File: config.mk
export PLATFORM = sky130hd
export DESIGN_NAME = wb_port_arbiter_flat
export DESIGN_NICKNAME = d
export VERILOG_FILES = /design/src/rtl/wb_port_arbiter_if.sv /design/src/rtl/wb_port_arbiter.sv /design/src/flat_wrapper.sv
export SDC_FILE = /design/constraint.sdc
export NUM_CORES = 1
export LEC_CHECK = 0
export ABC_AREA = 1
export CORE_UTILIZATION = 49
export DETAILED_ROUTE_END_ITERATION = 7
export PLACE_DENSITY_LB_ADDON = 0.05
export RECOVER_POWER = 50
export SYNTH_ARGS = -nofsm -noshare
export SYNTH_HDL_FRONTEND = slang
export SYNTH_SLANG_ARGS = --single-unit
File: constraint.sdc
create_clock -name clk -period 2.43 [get_ports clk]
set_clock_uncertainty 0.2 [all_clocks]
set_input_delay 0.3645 -clock clk [delete_from_list [all_inputs] [get_ports clk]]
set_output_delay 0.3645 -clock clk [all_outputs]
set_load 0.02 [all_outputs]
File: src/rtl/wb_port_arbiter_if.sv
`default_nettype none
// +--------------------------------------------------------------------------+
// | wb_port_arbiter_if : bundle between pipeline/unit/regfile and arbiter      |
// | Rev 1.0                                                                    |
// +--------------------------------------------------------------------------+
interface wb_port_arbiter_if #(
  parameter int XLEN = 32
);
  logic            pipe_valid_i;
  logic [1:0]      pipe_type_i;
  logic [4:0]      pipe_rd_i;
  logic            wb_sel1_o;
  logic            wb_sel2_o;
  logic [XLEN-1:0] wb_data_i;
  logic            lu_valid_i;
  logic            lu_ready_o;
  logic [4:0]      lu_rd_i;
  logic [XLEN-1:0] lu_data_i;
  logic            rf_we_o;
  logic [4:0]      rf_rd_o;
  logic [XLEN-1:0] rf_data_o;
  logic [4:0]      hazard_rd_i;
  logic            pend_hit_o;
  logic            stall_o;

  // Arbiter side
  modport slave (
    input  pipe_valid_i, pipe_type_i, pipe_rd_i, wb_data_i,
    input  lu_valid_i, lu_rd_i, lu_data_i, hazard_rd_i,
    output wb_sel1_o, wb_sel2_o, lu_ready_o,
    output rf_we_o, rf_rd_o, rf_data_o, pend_hit_o, stall_o
  );

  // Pipeline / unit / regfile side
  modport master (
    output pipe_valid_i, pipe_type_i, pipe_rd_i, wb_data_i,
    output lu_valid_i, lu_rd_i, lu_data_i, hazard_rd_i,
    input  wb_sel1_o, wb_sel2_o, lu_ready_o,
    input  rf_we_o, rf_rd_o, rf_data_o, pend_hit_o, stall_o
  );
endinterface
`default_nettype wire

File: src/rtl/wb_port_arbiter.sv
`default_nettype none
// +--------------------------------------------------------------------------+
// | wb_port_arbiter : regfile write-port arbiter, pipeline vs. unit FIFO       |
// | Option macro: WB_ARB_BYPASS_EN (direct unit-to-regfile path)  Rev 1.0      |
// +--------------------------------------------------------------------------+
module wb_port_arbiter #(
  parameter int XLEN     = 32,
  parameter int DEPTH    = 4,
  parameter int MAX_WAIT = 8
) (
  input wire               clk,
  input wire               rst,
  wb_port_arbiter_if.slave bus
);
  localparam int c_aw   = $clog2(DEPTH);
  localparam int c_agew = $clog2(MAX_WAIT + 1);

  logic [4:0]      r_fifo_rd   [DEPTH];
  logic [XLEN-1:0] r_fifo_data [DEPTH];
  logic [DEPTH-1:0] r_vld;
  logic [c_aw-1:0] r_wptr;
  logic [c_aw-1:0] r_rptr;
  logic [c_aw:0]   r_count;
  logic [c_agew-1:0] r_age;
  logic            r_we;
  logic [4:0]      r_rd;
  logic [XLEN-1:0] r_data;
  logic            r_stall;

  logic w_full, w_empty, w_pipe_wr, w_lu_push, w_pop, w_pipe_gnt;
  logic w_byp, w_fifo_wr, w_fifo_hit;

  assign w_full     = (r_count == (c_aw+1)'(DEPTH));
  assign w_empty    = (r_count == '0);
  assign w_pipe_wr  = bus.pipe_valid_i && (bus.pipe_type_i != 2'b11) && (bus.pipe_rd_i != 5'd0);
  assign w_lu_push  = bus.lu_valid_i && !w_full;
  // A raised stall hands the port to the FIFO even over a pipeline write.
  assign w_pop      = !w_empty && (r_stall || !w_pipe_wr);
  assign w_pipe_gnt = w_pipe_wr && !w_pop;
`ifdef WB_ARB_BYPASS_EN
  assign w_byp      = w_lu_push && (bus.lu_rd_i != 5'd0) && w_empty && !w_pipe_wr;
`else
  assign w_byp      = 1'b0;
`endif
  // Results targeting x0 complete the handshake but are never stored.
  assign w_fifo_wr  = w_lu_push && (bus.lu_rd_i != 5'd0) && !w_byp;

  assign bus.wb_sel1_o  = (bus.pipe_type_i == 2'b01);
  assign bus.wb_sel2_o  = (bus.pipe_type_i == 2'b10);
  assign bus.lu_ready_o = !w_full;
  assign bus.rf_we_o    = r_we;
  assign bus.rf_rd_o    = r_rd;
  assign bus.rf_data_o  = r_data;
  assign bus.stall_o    = r_stall;

  always_comb begin
    w_fifo_hit = 1'b0;
    for (int i = 0; i < DEPTH; i++)
      w_fifo_hit = w_fifo_hit || (r_vld[i] && (r_fifo_rd[i] == bus.hazard_rd_i));
  end

  assign bus.pend_hit_o = (bus.hazard_rd_i != 5'd0) &&
                          (w_fifo_hit || (r_we && (r_rd == bus.hazard_rd_i)));

  always_ff @(posedge clk) begin
    if (w_fifo_wr) begin
      r_fifo_rd[r_wptr]   <= bus.lu_rd_i;
      r_fifo_data[r_wptr] <= bus.lu_data_i;
    end
  end

  always_ff @(posedge clk or negedge rst) begin
    if (!rst) begin
      r_vld   <= '0;
      r_wptr  <= '0;
      r_rptr  <= '0;
      r_count <= '0;
      r_age   <= '0;
      r_we    <= 1'b0;
      r_rd    <= '0;
      r_data  <= '0;
      r_stall <= 1'b0;
    end else begin
      if (w_pop) begin
        r_vld[r_rptr] <= 1'b0;
        r_rptr        <= r_rptr + 1'b1;
      end
      if (w_fifo_wr) begin
        r_vld[r_wptr] <= 1'b1;
        r_wptr        <= r_wptr + 1'b1;
      end
      if (w_fifo_wr && !w_pop)
        r_count <= r_count + 1'b1;
      else if (!w_fifo_wr && w_pop)
        r_count <= r_count - 1'b1;

      if (w_pop || w_empty)
        r_age <= '0;
      else if (r_age != c_agew'(MAX_WAIT))
        r_age <= r_age + 1'b1;

      r_stall <= (!w_empty && (r_age == c_agew'(MAX_WAIT - 1)) && !w_pop) ||
                 (r_stall && !w_pop);

      r_we <= w_pop || w_pipe_gnt || w_byp;
      if (w_pop) begin
        r_rd   <= r_fifo_rd[r_rptr];
        r_data <= r_fifo_data[r_rptr];
      end else if (w_pipe_gnt) begin
        r_rd   <= bus.pipe_rd_i;
        r_data <= bus.wb_data_i;
      end else if (w_byp) begin
        r_rd   <= bus.lu_rd_i;
        r_data <= bus.lu_data_i;
      end
    end
  end

`ifndef SYNTHESIS
  // The pipeline must be frozen while a stall is requested.
  a_no_pipe_during_stall: assert property (@(posedge clk) disable iff (!rst)
    !(bus.pipe_valid_i && r_stall));
`endif
endmodule
`default_nettype wire

File: src/flat_wrapper.sv
// flat-port wrapper written by rule: the top's interface ports become plain ports
module wb_port_arbiter_flat 
#(
  parameter int XLEN     = 32,
  parameter int DEPTH    = 4,
  parameter int MAX_WAIT = 8
)
  (clk, rst, bus_pipe_valid_i, bus_pipe_type_i, bus_pipe_rd_i, bus_wb_data_i, bus_lu_valid_i, bus_lu_rd_i, bus_lu_data_i, bus_hazard_rd_i, bus_wb_sel1_o, bus_wb_sel2_o, bus_lu_ready_o, bus_rf_we_o, bus_rf_rd_o, bus_rf_data_o, bus_pend_hit_o, bus_stall_o);
  wb_port_arbiter_if #(.XLEN(XLEN)) bus_i ();
  input wire clk;
  input wire rst;
  input wire logic [$bits(bus_i.pipe_valid_i)-1:0] bus_pipe_valid_i;
  input wire logic [$bits(bus_i.pipe_type_i)-1:0] bus_pipe_type_i;
  input wire logic [$bits(bus_i.pipe_rd_i)-1:0] bus_pipe_rd_i;
  input wire logic [$bits(bus_i.wb_data_i)-1:0] bus_wb_data_i;
  input wire logic [$bits(bus_i.lu_valid_i)-1:0] bus_lu_valid_i;
  input wire logic [$bits(bus_i.lu_rd_i)-1:0] bus_lu_rd_i;
  input wire logic [$bits(bus_i.lu_data_i)-1:0] bus_lu_data_i;
  input wire logic [$bits(bus_i.hazard_rd_i)-1:0] bus_hazard_rd_i;
  output wire logic [$bits(bus_i.wb_sel1_o)-1:0] bus_wb_sel1_o;
  output wire logic [$bits(bus_i.wb_sel2_o)-1:0] bus_wb_sel2_o;
  output wire logic [$bits(bus_i.lu_ready_o)-1:0] bus_lu_ready_o;
  output wire logic [$bits(bus_i.rf_we_o)-1:0] bus_rf_we_o;
  output wire logic [$bits(bus_i.rf_rd_o)-1:0] bus_rf_rd_o;
  output wire logic [$bits(bus_i.rf_data_o)-1:0] bus_rf_data_o;
  output wire logic [$bits(bus_i.pend_hit_o)-1:0] bus_pend_hit_o;
  output wire logic [$bits(bus_i.stall_o)-1:0] bus_stall_o;
  assign bus_i.pipe_valid_i = bus_pipe_valid_i;
  assign bus_i.pipe_type_i = bus_pipe_type_i;
  assign bus_i.pipe_rd_i = bus_pipe_rd_i;
  assign bus_i.wb_data_i = bus_wb_data_i;
  assign bus_i.lu_valid_i = bus_lu_valid_i;
  assign bus_i.lu_rd_i = bus_lu_rd_i;
  assign bus_i.lu_data_i = bus_lu_data_i;
  assign bus_i.hazard_rd_i = bus_hazard_rd_i;
  assign bus_wb_sel1_o = bus_i.wb_sel1_o;
  assign bus_wb_sel2_o = bus_i.wb_sel2_o;
  assign bus_lu_ready_o = bus_i.lu_ready_o;
  assign bus_rf_we_o = bus_i.rf_we_o;
  assign bus_rf_rd_o = bus_i.rf_rd_o;
  assign bus_rf_data_o = bus_i.rf_data_o;
  assign bus_pend_hit_o = bus_i.pend_hit_o;
  assign bus_stall_o = bus_i.stall_o;
  wb_port_arbiter #(.XLEN(XLEN), .DEPTH(DEPTH), .MAX_WAIT(MAX_WAIT)) u_core (.clk(clk), .rst(rst), .bus(bus_i));
endmodule
-- Word level (Yosys, flattened, before mapping)
Memories as Yosys holds them, arrays and structs flattened.
Index checks and enable logic that the tools add are counted.
Widths: inputs -> output; s select.
- register bits: 54
- RAM bits: 148
- bits of input ports: 85
- output and inout port bits: 43
- word-level logic and storage cells: 89
- memories: 2
- memories (memory ; words ; bits a word ; rd ports ; clocked after Yosys merged registers in ; write ports ; line ; source):
    u_core.r_fifo_data ; 4 ; 32 ; 1 ; 0 ; 1 ; wb_port_arbiter.sv:19 ; logic [XLEN-1:0] r_fifo_data [DEPTH];
    u_core.r_fifo_rd ; 4 ; 5 ; 5 ; 0 ; 1 ; wb_port_arbiter.sv:18 ; logic [4:0] r_fifo_rd [DEPTH];
- $add $sub $neg: 5
- magnitude comparators: 4
- equal/unequal tests: 11
- mux-type cells: 16
- bitwise operators: 3
- reduce and logical (&&, ||, !) cells: 39
- operators by type and width (kind ; number):
    $mux 32 ; 2
    $eq 5x5->1 ; 5
    $logic_and 1x1->1 ; 19
    $mux 4 ; 4
    $reduce_bool 5->1 ; 3
    $mux 5 ; 2
    $logic_or 1x1->1 ; 8
    $lt 2x3->1 const B ; 2
    $mux 3 ; 2
    $reduce_bool 2->1 ; 3
    $logic_not 1->1 ; 5
    $add 2x1->2 const B ; 2
    $add 4x1->4 const B ; 1
    $and 4x4->4 ; 1
    $demux 1 s2 ; 2
    $eq 4x3->1 const B ; 1
    $ge 2x1->1 const B ; 2
    $mux 1 ; 4
    $ne 4x4->1 const B ; 1
    $not 4->4 ; 1
    $or 4x4->4 ; 1
    $add 3x1->3 const B ; 1
    $eq 3x3->1 const B ; 1
    $logic_not 3->1 ; 1
    other kinds (4) ; 4

-- Logic depth before layout (Yosys ltp)
- depth after elaboration: 10
- mapped depth: 13
- mapped depth without buffers: 11

-- Least setup slack after synthesis
Ideal clock, no wire load.
- kind: flip-flop to flip-flop
- start: register u_core.r_count[0]
- end: memory u_core.r_fifo_data[0][0], enable pin
- library setup time: 0.392 ns
- arrival time: 1.748 ns
- required time: 1.838 ns
- path slack: 0.090 ns
- cell stages (with the launch flop): 7
- path buffers: 0
- period minus slack after synthesis: 2.340 ns
- cell sequence: dfrtp_1 -> inv_1 -> nand3_1 -> nand3_1 -> inv_1 -> nand2_1 -> inv_1
- word-level cells in the longest chain between the ends: 6
- RTL lines (item ; line ; source):
    start: declaration ; wb_port_arbiter.sv:23 ; logic [c_aw:0] r_count;
    start signal: assignment ; wb_port_arbiter.sv:93 ; r_count <= r_count + 1'b1;
    start signal: assignment ; wb_port_arbiter.sv:95 ; r_count <= r_count - 1'b1;
    $eq 3x3->1 ; wb_port_arbiter.sv:33 ; assign w_full = (r_count == (c_aw+1)'(DEPTH));
    $logic_not 1->1 ; - ;
    named net bus_lu_ready_o ; flat_wrapper.sv:22 ; output wire logic [$bits(bus_i.lu_ready_o)-1:0] bus_lu_ready_o;
    $logic_and 1x1->1 ; wb_port_arbiter.sv:36 ; assign w_lu_push = bus.lu_valid_i && !w_full;
    $logic_and 1x1->1 ; wb_port_arbiter.sv:46 ; assign w_fifo_wr = w_lu_push && (bus.lu_rd_i != 5'd0) && !w_byp;
    named net u_core.w_fifo_wr ; wb_port_arbiter.sv:31 ; logic w_byp, w_fifo_wr, w_fifo_hit;
    $mux 1 ; wb_port_arbiter.sv:66 ; if (w_fifo_wr) begin
    $mux 1 (not written as such) ; wb_port_arbiter.sv:68 ; r_fifo_data[r_wptr] <= bus.lu_data_i;
    end: declaration ; wb_port_arbiter.sv:19 ;
The timed path passes the listed nets, and every way through them passes these cells.

-- Worst setup path after layout
- start: input bus_hazard_rd_i[2]
- end: output bus_pend_hit_o
- word-level cells in the longest chain between the ends: 7
- elaborated cells between the ends (all ways): 16
- those cells by class: eq/ne: 5; reduce/logical: 11
- RTL lines (item ; line ; source):
    start: declaration ; flat_wrapper.sv:19 ; input wire logic [$bits(bus_i.hazard_rd_i)-1:0] bus_hazard_rd_i;
    $eq 5x5->1 ; wb_port_arbiter.sv:59 ; w_fifo_hit = w_fifo_hit || (r_vld[i] && (r_fifo_rd[i] == bus.hazard_rd_i));
    $logic_and 1x1->1 ; wb_port_arbiter.sv:59 ;
    $logic_or 1x1->1 (3 in a row) ; wb_port_arbiter.sv:59 ;
    $logic_or 1x1->1 ; wb_port_arbiter.sv:63 ; (w_fifo_hit || (r_we && (r_rd == bus.hazard_rd_i)));
    $logic_and 1x1->1 * ; wb_port_arbiter.sv:62 ; assign bus.pend_hit_o = (bus.hazard_rd_i != 5'd0) &&
    end: declaration ; flat_wrapper.sv:26 ; output wire logic [$bits(bus_i.pend_hit_o)-1:0] bus_pend_hit_o;
Mark *: on every way between the ends. The rest lies on a longest branch, timed or not.

==> flow_summary.ini <==
[die]
io_pins = 128
die_w_microns = 137
core-area_sq_mm = 0.0179
die_h_microns = 137
initial_core_util_pct = 49.9
rows = 49
die-area_sq_mm = 0.0188

[synthesis]
syn_avg_cell_area_sq_um = 10.4
yosysWarnings = 0
ys_ff_latch = 202
yosysSeqAreaShare_pct = 64.9
synth_area_sq_mm = 0.00893
syn_nets = 957
synthCells = 860
yosys.cell_types.count = 28

[placed_design]
routabilityCongestion = 0.865
pre_cts_ws_ns = -0.336
place_area_sq_mm = 0.0107
place_inst = 1222
place_hpwl_mm = 14.6
port_buffers = 127

[pwr]
leakagePower_nw = 4.74
finalPower_mw = 13.4
pwr_density_cell_mw_per_mm2 = 1180
vdd.ir_drop.worst_mv = 0.737

[global_routing]
grt_pass1_wl_mm = 33.7
grt_max_degree = 76
grt_pass1_vias = 6407
grt_usage_pct = 23.7
antenna_found_initial = 2
grt.overflow.total = 0

[setup_path]
path_buf_inv = 3
crit_required_ns = 1.87
cp_num_cells = 9
path_cells = clkdlybuf4s50_1, inv_1, o21ai_0, nor2_1, nand3_1, nand2_1, nor2_1, nor2_1, buf_4
cp.arrival_ns = 1.73
reg2reg_to = u_core.bus.rf_data_o[5]
ff2ff_path_depth = 8
cp-start-kind = primary input
critPathLaunch = bus_hazard_rd_i[2]
crit_top_cell = nor2_1
end_kind = output port
crit_slowest_cell = clkdlybuf4s50_1
critPathMaxFanout = 8
slowest_delay_ns = 0.50
setup.worst_path.class = in -> out
r2r_setup_slack_ns = 0.21
r2r_start = u_core.r_count[1]
endpoint = bus_pend_hit_o
cp_top_family = buffers and inverters

[sta]
setup_ws_ns = 0.137
slew_violations = 0
rsz0062_at_grt = false
worst_pin_slew_ns = 1.05
layout_min_cycle_time_ns = 2.29
max_freq_mhz = 436
finalHoldViolations = 0
finalCritPeriodShare_pct = 94.4
slew_headroom_pct = 29.7
finalSetupViolations = 0

[run_status]
outcome = completed

[cells_and_area]
postLayoutCellArea_sq_mm = 0.0114
post-route-util_pct = 63.8
area_growth_pct = 27.9
drive_above_1_share_pct = 8.70
fin_nets = 1115
finalNonFillerCells = 1265
fillers = 1426

[routing]
vias = 6659
drc_errors = 0
wl_per_cell_microns = 17.3
final_antenna_net_count = 0
via_per_inst = 5.26
finalWirelength_mm = 21.9
dr.pass1.iters = 4
drt_iter0_markers = 390

[cts]
cts.path.max_buffers = 3
clk_pin_slew_ns = 0.06
cts_num_sinks = 202
post-cts-setup-buffers = 0
cts_tree = yes
ctsHtreeMaxLevel = 1
cts_made_buffers = 22
cts-root-buf = clkbuf_16
clkLatencyLatePin_ns = 0.49

[flow_run]
cap_violations = 0

[worst_hold_path]
hold_depth = 2
hp-class = reg -> reg
==> how the worst min path moves through the flow <==
stage / start / to / slack [ns]
6_report: u_core.bus.rf_data_o[0] / u_core.bus.rf_data_o[0] / 0.31
5_1_grt: u_core.r_vld[0] / u_core.r_vld[0] / 0.34
4_1_cts: rst / u_core.bus.rf_we_o / 0.15
3_5_place_dp: rst / u_core.bus.rf_data_o[1] / 0.12
3_3_place_gp: rst / u_core.bus.rf_data_o[1] / 0.12
2_1_floorplan: rst / u_core.bus.rf_data_o[0] / -0.13
==> layer usage <==
metal,wire length [microns],up-vias,track usage (%)
li1,-,3229,-
met1,9660,3210,32.4
met2,10700,192,39.8
met3,1080,28,2.78
met4,398,0,6.96
met5,0,-,0
==> tightest hold or removal path, delay by kind of cell (launching register included) <==
| family | cells | cell delay [ns] |
|---|---|---|
| and+or+nand+nor | 2 | 0.13 |
| DFF | 1 | 0.34 |
==> flip-flops by register name, indices dropped and copies added, names as in the netlist <==
| signal | count |
|---|---|
| u_core.bus.rf_we_o | 1 |
| u_core.r_age | 4 |
| u_core.bus.rf_data_o | 32 |
| u_core.r_wptr | 2 |
| u_core.r_fifo_rd | 20 |
| u_core.r_count | 3 |
| u_core.r_vld | 4 |
| u_core.bus.stall_o | 1 |
| u_core.r_fifo_data | 128 |
| u_core.r_rptr | 2 |
| u_core.bus.rf_rd_o | 5 |
==> kinds of logic after synthesis <==
group	share of synthesized area [%]
xor+xnor	0.686
compound gates	9.89
buf+inv	6.05
fa+ha+maj	1.76
flops	64.9
simple gates	16.7
==> layout make-up <==
cell class / instances / area [sq um] / area share, %
diodes: 2 / 5.00 / 0.0438
multi-input cells: 540 / 2600 / 22.7
clock inverters: 9 / 100 / 0.876
well taps: 229 / 287 / 2.51
repair buffers: 176 / 1710 / 15.0
inverters: 76 / 285 / 2.50
flip-flops and latches: 202 / 5800 / 50.7
clock buffers: 31 / 646 / 5.65
==> stage by stage <==
| stage | hold slack (ns) | TNS (ns) |
|---|---|---|
| 5_1_grt | 0.341 | 0 |
| 4_1_cts | 0.149 | 0 |
| 2_1_floorplan | -0.131 | 0 |
| 6_report | 0.306 | 0 |
| 3_3_place_gp | 0.124 | -0.506 |
| 3_5_place_dp | 0.125 | -0.645 |
==> cell usage after synthesis <==
library cell | count | area (sq um)
nand2_2 | 1 | 6.26
buf_2 | 17 | 85.1
clkbuf_2 | 1 | 5.00
nor3_1 | 2 | 10.0
a21oi_1 | 11 | 55.1
xor2_1 | 5 | 43.8
nor3b_1 | 1 | 7.51
fa_1 | 1 | 20.0
nand3_2 | 1 | 10.0
dfrtp_1 | 54 | 1350
o21ai_1 | 5 | 25.0
o21ai_0 | 103 | 515
buf_6 | 8 | 90.1
xnor2_1 | 2 | 17.5
clkbuf_1 | 12 | 45.0
buf_4 | 4 | 30.0
inv_1 | 74 | 278
edfxtp_1 | 148 | 4440
nor2_1 | 93 | 349
nand4_2 | 1 | 12.5
nand2_1 | 205 | 769
o22a_1 | 29 | 254
inv_2 | 2 | 7.51
nand4_1 | 3 | 18.8
nand3_1 | 62 | 310
ha_1 | 11 | 138
a21boi_2 | 1 | 11.3
a211oi_1 | 3 | 22.5
==> power by group <==
part / internal [mW] / leakage [nW] / switching (mW)
Combinational: 1.96 / 2.39 / 3.04
Sequential: 4.67 / 1.99 / 0.417
Clock: 2.07 / 0.369 / 1.30
Total: 8.70 / 4.74 / 4.75
==> cell usage in the layout, fill, tap and decap left out, types with 2 or more instances in the layout <==
cell type	instances
o21ai_1	6
nand4_1	3
nand2_1	204
dfrtp_1	53
nand3_1	62
buf_12	9
edfxtp_1	148
clkbuf_4	4
clkdlybuf4s50_1	88
nor2_1	93
a21oi_1	11
dlygate4sd3_1	38
clkbuf_16	23
o21ai_0	102
clkbuf_1	11
clkinv_2	3
bufinv_16	2
o22a_1	29
buf_4	25
xor2_1	5
nor3_1	2
clkbuf_8	4
ha_1	11
a211oi_1	3
clkinv_1	2
inv_1	69
nand2_2	2
clkbuf_2	5
xnor2_1	2
diode_2	2
inv_6	2
inv_2	7
==> what timing repair did <==
| action | 4_1_cts | 5_1_grt |
|---|---|---|
| endpoints found under the setup margin | 1 | 1 |
| hold buffers | 1 | 0 |
| gates resized for setup | 4 | 5 |
| endpoints found under the hold margin | 17 | 0 |
Power figures use the tool's default switching activity.
